[src/rtl/mdu_pkg.sv]
// Shared definitions for the EX-stage multiply/divide sequencer:
// op encoding, sequencer state encoding and the default datapath width.
package mdu_pkg;

    localparam int DATA_W_DEF = 32;

    localparam logic [2:0] MDU_NONE  = 3'd0;
    localparam logic [2:0] MDU_MULT  = 3'd1;
    localparam logic [2:0] MDU_MULTU = 3'd2;
    localparam logic [2:0] MDU_DIV   = 3'd3;
    localparam logic [2:0] MDU_DIVU  = 3'd4;
    localparam logic [2:0] MDU_MTHI  = 3'd5;
    localparam logic [2:0] MDU_MTLO  = 3'd6;
    localparam logic [2:0] MDU_RSVD  = 3'd7;

    typedef enum logic [1:0] {
        IDLE    = 2'd0,
        RUN_MUL = 2'd1,
        RUN_DIV = 2'd2,
        FINISH  = 2'd3
    } mdu_state_e;

    // True for every op the sequencer acts on; NONE and the reserved code are bubbles.
    function automatic logic mdu_op_active(input logic [2:0] op);
        return (op != MDU_NONE) && (op != MDU_RSVD);
    endfunction

endpackage

[src/rtl/mdu_sign_fix.sv]
// Conditional two's-complement negate. Used as |x| on the operand side
// (i_neg = signed op & sign bit) and as sign correction on the result side.
module mdu_sign_fix #(
    parameter int W = 32
) (
    input  logic [W-1:0] i_val,
    input  logic         i_neg,
    output logic [W-1:0] o_val
);

    assign o_val = i_neg ? (~i_val + {{(W-1){1'b0}}, 1'b1}) : i_val;

endmodule

[src/rtl/ex_muldiv_sequencer.sv]
// Iterative multiply/divide sequencer beside the EX-stage ALU; owns HI/LO.
// Shift-add multiply (64-bit accumulator) and restoring divide, one step per
// cycle, then a single FINISH cycle that applies sign correction and writes HI/LO.
// Optional build macro MDU_EARLY_TERM_EN: multiply leaves RUN_MUL as soon as the
// remaining multiplier bits are all zero (divide timing is unaffected).
module ex_muldiv_sequencer
    import mdu_pkg::*;
#(
    parameter int DATA_W = DATA_W_DEF
) (
    input  logic              clk,
    input  logic              rst_n,
    input  logic              op_valid,
    input  logic [2:0]        op,
    input  logic [DATA_W-1:0] operand_a,
    input  logic [DATA_W-1:0] operand_b,
    input  logic              mf_req,
    output logic              busy,
    output logic              stall,
    output logic [DATA_W-1:0] hi,
    output logic [DATA_W-1:0] lo,
    output logic              div_by_zero
);

    // Iteration count always equals the datapath width.
    localparam int STEPS = DATA_W;
    localparam int CNT_W = $clog2(STEPS);
    localparam logic [CNT_W-1:0] LAST_STEP = CNT_W'(STEPS - 1);

    mdu_state_e r_state;
    mdu_state_e w_next;

    logic                r_busy;
    logic                r_dbz;
    logic [DATA_W-1:0]   r_hi;
    logic [DATA_W-1:0]   r_lo;
    logic [CNT_W-1:0]    r_cnt;
    logic [2*DATA_W-1:0] r_acc;      // product accumulator
    logic [2*DATA_W-1:0] r_mcand;    // multiplicand, shifted left each step
    logic [DATA_W-1:0]   r_work;     // multiplier (shifts right) or dividend/quotient (shifts left)
    logic [DATA_W-1:0]   r_divisor;
    logic [DATA_W-1:0]   r_rem;      // partial remainder; always < divisor after a step
    logic [DATA_W-1:0]   r_a_orig;   // unmodified dividend for the divide-by-zero result
    logic                r_b_zero;
    logic                r_is_mul;
    logic                r_sign_q;
    logic                r_sign_r;

    logic                w_accept;
    logic                w_is_mul_op;
    logic                w_is_div_op;
    logic                w_signed_op;
    logic                w_cnt_last;
    logic                w_mul_last;
    logic                w_div_ge;
    logic [DATA_W-1:0]   w_abs_a;
    logic [DATA_W-1:0]   w_abs_b;
    logic [DATA_W-1:0]   w_q_fix;
    logic [DATA_W-1:0]   w_r_fix;
    logic [DATA_W-1:0]   w_div_diff;
    logic [DATA_W:0]     w_div_shift;   // 33-bit trial remainder
    logic [2*DATA_W-1:0] w_acc_next;
    logic [2*DATA_W-1:0] w_prod_fix;

    // Ops are only sampled in IDLE; anything presented while busy is held off by stall.
    assign w_accept    = (r_state == IDLE) && op_valid && mdu_op_active(op);
    assign w_is_mul_op = (op == MDU_MULT) || (op == MDU_MULTU);
    assign w_is_div_op = (op == MDU_DIV)  || (op == MDU_DIVU);
    assign w_signed_op = (op == MDU_MULT) || (op == MDU_DIV);

    mdu_sign_fix #(.W(DATA_W)) u_abs_a (
        .i_val (operand_a),
        .i_neg (w_signed_op & operand_a[DATA_W-1]),
        .o_val (w_abs_a)
    );

    mdu_sign_fix #(.W(DATA_W)) u_abs_b (
        .i_val (operand_b),
        .i_neg (w_signed_op & operand_b[DATA_W-1]),
        .o_val (w_abs_b)
    );

    mdu_sign_fix #(.W(2*DATA_W)) u_neg_prod (
        .i_val (r_acc),
        .i_neg (r_sign_q),
        .o_val (w_prod_fix)
    );

    mdu_sign_fix #(.W(DATA_W)) u_neg_quo (
        .i_val (r_work),
        .i_neg (r_sign_q),
        .o_val (w_q_fix)
    );

    mdu_sign_fix #(.W(DATA_W)) u_neg_rem (
        .i_val (r_rem),
        .i_neg (r_sign_r),
        .o_val (w_r_fix)
    );

    assign w_acc_next  = r_work[0] ? (r_acc + r_mcand) : r_acc;
    assign w_div_shift = {r_rem, r_work[DATA_W-1]};
    assign w_div_ge    = (w_div_shift >= {1'b0, r_divisor});
    // When the trial succeeds the difference is below the divisor, so W bits suffice.
    assign w_div_diff  = w_div_shift[DATA_W-1:0] - r_divisor;
    assign w_cnt_last  = (r_cnt == LAST_STEP);

`ifdef MDU_EARLY_TERM_EN
    // Bits above the one consumed this step are what remain after the shift.
    assign w_mul_last = w_cnt_last || (r_work[DATA_W-1:1] == {(DATA_W-1){1'b0}});
`else
    assign w_mul_last = w_cnt_last;
`endif

    assign busy        = r_busy;
    assign hi          = r_hi;
    assign lo          = r_lo;
    assign div_by_zero = r_dbz;
    assign stall       = r_busy & ((op_valid & mdu_op_active(op)) | mf_req);

    // Sequencer state register
    always_ff @(posedge clk or negedge rst_n) begin
        if (!rst_n) begin
            r_state <= IDLE;
        end else begin
            r_state <= w_next;
        end
    end

    // Next-state selection: accept, iterate, finish
    always_comb begin
        w_next = r_state;
        case (r_state)
            IDLE: begin
                if (w_accept && w_is_mul_op) begin
                    w_next = RUN_MUL;
                end else if (w_accept && w_is_div_op) begin
                    w_next = RUN_DIV;
                end else begin
                    w_next = IDLE;
                end
            end
            RUN_MUL: begin
                if (w_mul_last) begin
                    w_next = FINISH;
                end else begin
                    w_next = RUN_MUL;
                end
            end
            RUN_DIV: begin
                if (w_cnt_last) begin
                    w_next = FINISH;
                end else begin
                    w_next = RUN_DIV;
                end
            end
            FINISH:  w_next = IDLE;
            default: w_next = IDLE;
        endcase
    end

    // Operand capture, per-step iteration and HI/LO write-back
    always_ff @(posedge clk or negedge rst_n) begin
        if (!rst_n) begin
            r_busy    <= 1'b0;
            r_dbz     <= 1'b0;
            r_hi      <= {DATA_W{1'b0}};
            r_lo      <= {DATA_W{1'b0}};
            r_cnt     <= {CNT_W{1'b0}};
            r_acc     <= {(2*DATA_W){1'b0}};
            r_mcand   <= {(2*DATA_W){1'b0}};
            r_work    <= {DATA_W{1'b0}};
            r_divisor <= {DATA_W{1'b0}};
            r_rem     <= {DATA_W{1'b0}};
            r_a_orig  <= {DATA_W{1'b0}};
            r_b_zero  <= 1'b0;
            r_is_mul  <= 1'b0;
            r_sign_q  <= 1'b0;
            r_sign_r  <= 1'b0;
        end else begin
            r_dbz <= 1'b0;
            case (r_state)
                IDLE: begin
                    if (w_accept) begin
                        if (op == MDU_MTHI) begin
                            r_hi <= operand_a;
                        end else if (op == MDU_MTLO) begin
                            r_lo <= operand_a;
                        end else begin
                            r_busy    <= 1'b1;
                            r_is_mul  <= w_is_mul_op;
                            r_sign_q  <= w_signed_op & (operand_a[DATA_W-1] ^ operand_b[DATA_W-1]);
                            r_sign_r  <= w_signed_op & operand_a[DATA_W-1];
                            r_a_orig  <= operand_a;
                            r_b_zero  <= (operand_b == {DATA_W{1'b0}});
                            r_acc     <= {(2*DATA_W){1'b0}};
                            r_mcand   <= {{DATA_W{1'b0}}, w_abs_a};
                            r_work    <= w_is_mul_op ? w_abs_b : w_abs_a;
                            r_divisor <= w_abs_b;
                            r_rem     <= {DATA_W{1'b0}};
                            r_cnt     <= {CNT_W{1'b0}};
                        end
                    end
                end
                RUN_MUL: begin
                    r_acc   <= w_acc_next;
                    r_mcand <= {r_mcand[2*DATA_W-2:0], 1'b0};
                    r_work  <= {1'b0, r_work[DATA_W-1:1]};
                    r_cnt   <= r_cnt + CNT_W'(1);
                end
                RUN_DIV: begin
                    r_rem  <= w_div_ge ? w_div_diff : w_div_shift[DATA_W-1:0];
                    r_work <= {r_work[DATA_W-2:0], w_div_ge};
                    r_cnt  <= r_cnt + CNT_W'(1);
                end
                FINISH: begin
                    r_busy <= 1'b0;
                    if (r_is_mul) begin
                        {r_hi, r_lo} <= w_prod_fix;
                    end else if (r_b_zero) begin
                        r_hi  <= r_a_orig;
                        r_lo  <= {DATA_W{1'b1}};
                        r_dbz <= 1'b1;
                    end else begin
                        r_hi <= w_r_fix;
                        r_lo <= w_q_fix;
                    end
                end
                default: begin
                    r_busy <= 1'b0;
                end
            endcase
        end
    end

endmodule

[config.mk]
export PLATFORM = sky130hd
export DESIGN_NAME = ex_muldiv_sequencer
export DESIGN_NICKNAME = d
export VERILOG_FILES = /design/src/rtl/mdu_pkg.sv /design/src/rtl/mdu_sign_fix.sv /design/src/rtl/ex_muldiv_sequencer.sv
export SDC_FILE = /design/constraint.sdc
export NUM_CORES = 1
export LEC_CHECK = 0
export BUFFER_PORTS_ARGS = -buffer_cell sky130_fd_sc_hd__clkbuf_2
export CELL_PAD_IN_SITES_DETAIL_PLACEMENT = 0
export CELL_PAD_IN_SITES_GLOBAL_PLACEMENT = 1
export CORE_AREA = 2 2 221 223
export CTS_BUF_LIST = sky130_fd_sc_hd__clkbuf_4 sky130_fd_sc_hd__clkbuf_8 sky130_fd_sc_hd__clkbuf_16
export DETAILED_ROUTE_END_ITERATION = 10
export DIE_AREA = 0 0 223 225
export PLACE_DENSITY_LB_ADDON = 0.12
export SLEW_MARGIN = 10
export SYNTH_ARGS = -nofsm -noshare
export SYNTH_HDL_FRONTEND = slang
export SYNTH_SLANG_ARGS = --single-unit
[constraint.sdc]
create_clock -name clk -period 5.9 [get_ports clk]
set_clock_uncertainty 0.15 [all_clocks]
set_input_delay 1.18 -clock clk [delete_from_list [all_inputs] [get_ports clk]]
set_output_delay 1.18 -clock clk [all_outputs]
set_load 0.03 [all_outputs]
# [After elaboration in Yosys (flattened, before gate mapping)]
# Index checks and enable logic that the tools add are counted.
[totals] ff_bits=333 wordCells=133 out_inout_bits=67 inputBits=71
[op_classes] addsub=8 n_eq_ne=17 n_mux=51 magnitude_cmp=1 n_bitwise=14 reduce_logical=26
[op_table] operator="2-to-1 mux 32 bit" count=21
[op_table] operator="2-to-1 mux 64 bit" count=8
[op_table] operator="case mux 64 bit (2 select lines)" count=2
[op_table] operator="case mux 32 bit (2 select lines)" count=3
[op_table] operator="adder 32 x 1 -> 32 bit, second input constant" count=4
[op_table] operator="NOT 32 bit" count=4
[op_table] operator="case mux 32 bit (3 select lines)" count=1
[op_table] operator="adder 64 x 1 -> 64 bit, second input constant" count=1
[op_table] operator="adder 64 bit" count=1
[op_table] operator="NOT 64 bit" count=1
[op_table] operator="greater-or-equal comparator 33 x 32 -> 1 bit" count=1
[op_table] operator="logical NOT 32 bit" count=1
[op_table] operator="subtractor 32 bit" count=1
[op_table] operator="AND reduction 4 bit" count=7
[op_table] operator="2-to-1 mux 5 bit" count=3
[op_table] operator="case mux 5 bit (2 select lines)" count=1
[op_table] operator="== test 3 bit, second input constant" count=3
[op_table] operator="!= test 2 bit, second input constant" count=4
[op_table] operator="case mux 2 bit (4 select lines)" count=1
[op_table] operator="nonzero test 2 bit" count=4
[op_table] operator="2-to-1 mux 1 bit" count=7
[op_table] operator="== test 3 x 2 -> 1 bit, second input constant" count=2
[op_table] operator="2-to-1 mux 2 bit" count=3
[op_table] operator="nonzero test 3 bit" count=2
[op_table] operator="other kinds (18)" count=31

# [Depth between registers and ports, before layout]
[logic_depth] depth_word=9 depth_mapped=15

# [Modules after synthesis]
# From an unflattened synthesis, not the netlist that was laid out.
[unflattened] hier_cells=2866 area_unflattened_um2=25155.4
[modules_own_cells] mod="ex_muldiv_sequencer" instances=1 area_per_inst_um2=20398.3 seq_area_each_um2=8333.0 cells_each=2264
[modules_own_cells] mod="mdu_sign_fix at u_abs_a ..." instances=4 area_per_inst_um2=777.0 seq_area_each_um2=0.0 cells_each=99
[modules_own_cells] mod="mdu_sign_fix at u_neg_prod" instances=1 area_per_inst_um2=1649.1 seq_area_each_um2=0.0 cells_each=206

# [Least setup slack after synthesis]
# Ideal clock, no wire load.
[synth_path] path_kind="input port to flip-flop" from="input operand_b[5]" to="register r_work[28]" arrival_ns=3.613 setup_time_ns=0.121 path_stages=11 setup_slack_ns=2.016 required_ns=5.629 cell_sequence="or4_1 nor4_1 nand2_1 or2_2 or3_1 nor4_2 nor2b_1 nor2_1 xnor2_1 o21ai_0 a22o_1"
[synth_between] elab_chain_cells=8
[synth_lines] element="start, declared" line_no="ex_muldiv_sequencer.sv:16" text="input logic [DATA_W-1:0] operand_b,"
[synth_lines] element="NOT 32 bit" line_no="mdu_sign_fix.sv:11" text="assign o_val = i_neg ? (~i_val + {{(W-1){1'b0}}, 1'b1}) : i_val;"
[synth_lines] element="adder 32 x 1 -> 32 bit" line_no="mdu_sign_fix.sv:11"
[synth_lines] element="2-to-1 mux 32 bit" line_no="mdu_sign_fix.sv:11"
[synth_lines] element="2-to-1 mux 32 bit" line_no="ex_muldiv_sequencer.sv:198" text="r_work <= w_is_mul_op ? w_abs_b : w_abs_a;"
[synth_lines] element="2-to-1 mux 32 bit" line_no="ex_muldiv_sequencer.sv:187" text="end else if (op == MDU_MTLO) begin"
[synth_lines] element="2-to-1 mux 32 bit" line_no="ex_muldiv_sequencer.sv:185" text="if (op == MDU_MTHI) begin"
[synth_lines] element="2-to-1 mux 32 bit" line_no="ex_muldiv_sequencer.sv:184" text="if (w_accept) begin"
[synth_lines] element="case mux 32 bit (3 select lines)" line_no="ex_muldiv_sequencer.sv:182" text="case (r_state)"
[synth_lines] element="end signal, assigned" line_no="ex_muldiv_sequencer.sv:198"
[synth_lines] element="end signal, assigned" line_no="ex_muldiv_sequencer.sv:208" text="r_work <= {1'b0, r_work[DATA_W-1:1]};"
[synth_lines] element="end signal, assigned" line_no="ex_muldiv_sequencer.sv:213" text="r_work <= {r_work[DATA_W-2:0], w_div_ge};"
[synth_lines] element="end, declared" line_no="ex_muldiv_sequencer.sv:40" text="logic [DATA_W-1:0] r_work;"
# No other way between the ends. The select of a mux whose other input is x is not followed.
# A chain may end at the register's enable or synchronous reset.

# [Worst setup path after layout]
[layout_path] from="register r_acc[14]" to="register r_acc[62]"
[layout_between] elab_chain_cells=3
[layout_lines] element="start, declared" line_no="ex_muldiv_sequencer.sv:38" text="logic [2*DATA_W-1:0] r_acc;"
[layout_lines] element="start signal, assigned" line_no="ex_muldiv_sequencer.sv:170" text="r_acc <= {(2*DATA_W){1'b0}};"
[layout_lines] element="start signal, assigned" line_no="ex_muldiv_sequencer.sv:196" text="r_acc <= {(2*DATA_W){1'b0}};"
[layout_lines] element="start signal, assigned" line_no="ex_muldiv_sequencer.sv:206" text="r_acc <= w_acc_next;"
[layout_lines] element="adder 64 bit" line_no="ex_muldiv_sequencer.sv:101" text="assign w_acc_next = r_work[0] ? (r_acc + r_mcand) : r_acc;"
[layout_lines] element="2-to-1 mux 64 bit" line_no="ex_muldiv_sequencer.sv:101"
[layout_lines] element="case mux 64 bit (2 select lines)" line_no="ex_muldiv_sequencer.sv:182"
# No other way between the ends. The select of a mux whose other input is x is not followed.

==> results.json <==
{
  "result_of_the_run": "completed",
  "post_drt_via_cell_ratio": 6.329,
  "cts_inserted_buffers": 42,
  "seq_area_frac_synth_pct": 34.44,
  "async_sr_flop_fraction_pct": 100.0,
  "synthDominantCellAreaShare_pct": 34.44,
  "grt.total_usage_pct": 33.74,
  "synth_fp_nets": 3129,
  "cts-htree-levels": 2,
  "ctsLongestPathBuffers": 3,
  "power-per-cell-area_nw_per_um2": 356.4,
  "power.static_leakage_nw": 12.05,
  "postcts_setup_bufs": 0,
  "synthesis.area_sq_um": 24190,
  "maximum_number_of_pins_on_one_net_before_global_route_repair": 124,
  "io_buffer_count": 137,
  "final-max-slew-violation-count": 0,
  "routed_wirelength_mm": 85.46,
  "ant_nets": 0,
  "max_freq_ghz": 0.2307,
  "transition_at_the_pin_with_the_smallest_max_transition_slack_ns": 1.180,
  "regToRegSetupSlack_ns": 1.57,
  "hold_end": "r_divisor[16]",
  "hold_start": "r_divisor[16]",
  "initial_core_util_pct": 50.89,
  "layout.cells.most_common_list": "sky130_fd_sc_hd__nand2_1 (383), sky130_fd_sc_hd__o21ai_0 (339), sky130_fd_sc_hd__dfrtp_1 (330), sky130_fd_sc_hd__a21oi_1 (277), sky130_fd_sc_hd__nor2_1 (209)",
  "insertion_delay_ns": 0.59,
  "drtPass1Iterations": 6,
  "path_max_fanout": 8,
  "place.gp.congestion": 0.9311,
  "post_route_cell_area_sq_um": 26730,
  "dp_hpwl_mm": 63.86,
  "die_area_sq_um": 50180,
  "antenna_found_initial": 2,
  "floorplan.die.height_microns": 225,
  "yosysUniqueCellTypes": 78,
  "placement.cell_area_sq_um": 25250,
  "clock_sink_count": 333,
  "layout_worst_path_cycle_share_pct": 73.46,
  "synth_enable_flop_cells": 0,
  "setup.worst_path.end_class": "flop",
  "coreArea_sq_um": 47550,
  "route.detailed.wl_per_inst_microns": 23.67,
  "timing.hold.worst.class": "reg -> reg",
  "data_arrival_time_of_the_critical_path_ns": 4.68,
  "min_period_ns": 4.334,
  "fillers": 4469,
  "netlist.top_cell.by_area": "sky130_fd_sc_hd__dfrtp_1",
  "r2r_cells": 12,
  "post_cts.resized_instances": 0,
  "cts.reportedPaths.clkPinSlew_ns": 0.05,
  "setup_viol": 0,
  "vias": 22850,
  "hold-path-cell-count": 2,
  "timing_hold_violations_final": 0,
  "crit_path_start_kind": "flop",
  "synth.top_cells.by_area": "sky130_fd_sc_hd__dfrtp_1 (34%), sky130_fd_sc_hd__o21ai_0 (7.0%), sky130_fd_sc_hd__xor2_1 (6.0%)",
  "top_level_ports": 138,
  "area_delta_synth_final_pct": 10.46,
  "layout.cells.most_common": "sky130_fd_sc_hd__nand2_1",
  "die_w_microns": 223,
  "grt_setup_unrepaired": "no",
  "via_count_of_the_first_global_routing_pass": 21360,
  "syn_inst": 2949,
  "dominantRegCellSynth": "sky130_fd_sc_hd__dfrtp_1",
  "cts_root_buffer": "sky130_fd_sc_hd__clkbuf_16",
  "detail_route.drc_violations": 0,
  "timing.setup.critical_path_class": "reg -> reg",
  "yosys_warnings": 0,
  "initialDrtViolationCount": 2256,
  "post_route_cells_drive_above_1_share_pct": 10.75,
  "grt_pass1_wl_mm": 129.8,
  "slew_headroom_pct": 21.17,
  "regToRegStartpoint": "r_acc[14]",
  "layout_net_count": 3143,
  "tritoncts": "done",
  "placementRows": 80,
  "rr_endpoint": "r_acc[62]",
  "number_of_storage_elements_in_the_synthesis_netlist": 333,
  "grt_remaining_overflow": 0,
  "required_ns": 6.24,
  "avgSynthCellArea_sq_um": 8.204,
  "max_cap_viol_count": 0,
  "tns_ns": 0,
  "ir_worst_vdd_mv": 0.2429,
  "cts_hold_buffers": 0
}
logic make-up after synthesis:
family | after synthesis | synth area share [%]
multiplexers | 66 | 2.891
buffers and inverters | 275 | 4.411
flip-flops | 333 | 34.44
AND/OR/NAND/NOR | 863 | 16.35
XOR/XNOR | 267 | 9.665
adder cells (fa/ha/maj) | 109 | 5.699
AO/OA/AOI/OAI | 1036 | 26.55
power by group:
part           total [mW]  leakage, nW  internal (mW)  switching (mW)
Sequential           3.40         4.23           2.75           0.647
Combinational        3.34         7.08           1.13            2.21
Clock                2.79        0.739           1.71            1.08
registers in the layout, summed over array words and instances (netlist names):
register and cells:
busy 1, div_by_zero 1, hi 32, lo 32, r_a_orig 32, r_acc 64
r_b_zero 1, r_cnt 5, r_divisor 32, r_is_mul 1, r_mcand 64, r_rem 32
r_sign_q 1, r_sign_r 1, r_state 2, r_work 32
synthesized netlist by cell type, types with 18 or more instances:
master / number
sky130_fd_sc_hd__a211oi_1: 33
sky130_fd_sc_hd__a21o_1: 46
sky130_fd_sc_hd__a21oi_1: 278
sky130_fd_sc_hd__a221oi_1: 21
sky130_fd_sc_hd__a22o_1: 59
sky130_fd_sc_hd__a22oi_1: 35
sky130_fd_sc_hd__a31oi_1: 32
sky130_fd_sc_hd__clkbuf_1: 173
sky130_fd_sc_hd__dfrtp_1: 333
sky130_fd_sc_hd__ha_1: 107
sky130_fd_sc_hd__inv_1: 75
sky130_fd_sc_hd__mux2_2: 31
sky130_fd_sc_hd__mux2i_1: 35
sky130_fd_sc_hd__nand2_1: 383
sky130_fd_sc_hd__nand2b_1: 23
sky130_fd_sc_hd__nand3_1: 38
sky130_fd_sc_hd__nand4_1: 30
sky130_fd_sc_hd__nor2_1: 209
sky130_fd_sc_hd__nor2b_1: 34
sky130_fd_sc_hd__nor3_1: 32
sky130_fd_sc_hd__nor4_1: 18
sky130_fd_sc_hd__o21ai_0: 340
sky130_fd_sc_hd__o31ai_1: 60
sky130_fd_sc_hd__o41ai_1: 24
sky130_fd_sc_hd__or3_1: 24
sky130_fd_sc_hd__or4_1: 19
sky130_fd_sc_hd__xnor2_1: 102
sky130_fd_sc_hd__xor2_1: 165
worst max path at each step:
stage / from / endpoint / slack, ns / cells after the start
2_1_floorplan: operand_b[5] / r_work[28] / 2.02 / 11
3_3_place_gp: operand_b[5] / r_work[28] / 1.43 / 12
3_5_place_dp: operand_b[5] / r_work[28] / 1.45 / 12
4_1_cts: r_acc[0] / r_acc[60] / 1.62 / 13
5_1_grt: r_acc[17] / r_acc[62] / 1.26 / 12
6_report: r_acc[14] / r_acc[62] / 1.57 / 12
through the flow:
stage          worst slack [ns]  utilization (%)  total power [mW]  instances  hold slack (ns)
2_1_floorplan             2.016                -             5.520       2949           0.2996
3_3_place_gp              1.428            53.10             6.618       3534           0.3173
3_5_place_dp              1.448            53.10             6.679       3534           0.3200
4_1_cts                   1.622            56.21             9.494       3609           0.3326
5_1_grt                   1.264            56.21             10.01       3610           0.3569
6_report                  1.566            56.21             9.525       3610           0.3285
critical path: stages (launching register included):
cell,delay (ns)
sky130_fd_sc_hd__dfrtp_1,0.47
sky130_fd_sc_hd__ha_1,0.48
sky130_fd_sc_hd__nand4_1,0.19
sky130_fd_sc_hd__nor4b_1,0.31
sky130_fd_sc_hd__a22oi_1,0.19
sky130_fd_sc_hd__a211oi_1,0.53
sky130_fd_sc_hd__a21boi_1,0.27
sky130_fd_sc_hd__o31ai_1,0.70
sky130_fd_sc_hd__a2111oi_0,0.24
sky130_fd_sc_hd__o21bai_1,0.28
sky130_fd_sc_hd__o21ai_0,0.15
sky130_fd_sc_hd__xor2_1,0.15
sky130_fd_sc_hd__o21ai_0,0.14
layer usage:
layer	track usage (%)	vias to the layer above	share of wire [%]	wire length (microns)
li1	-	10650	-	-
met1	47.85	11110	45	38160
met2	50.32	901	43	36590
met3	4.681	190	7.0	6020
met4	17.41	0	5.5	4688
met5	0	-	0	0
area by class of cell:
class	count	area [sq um]	share of cell area (%)
diodes	1	2.502	0.009363
flip-flops and latches	333	8339	31.20
well taps	615	769.5	2.879
repair buffers	169	960.9	3.596
multi-input cells	2341	14890	55.73
clock buffers	60	1270	4.752
clock inverters	15	205.2	0.7678
inverters	76	285.3	1.067
(Power assumes the default switching activity.)
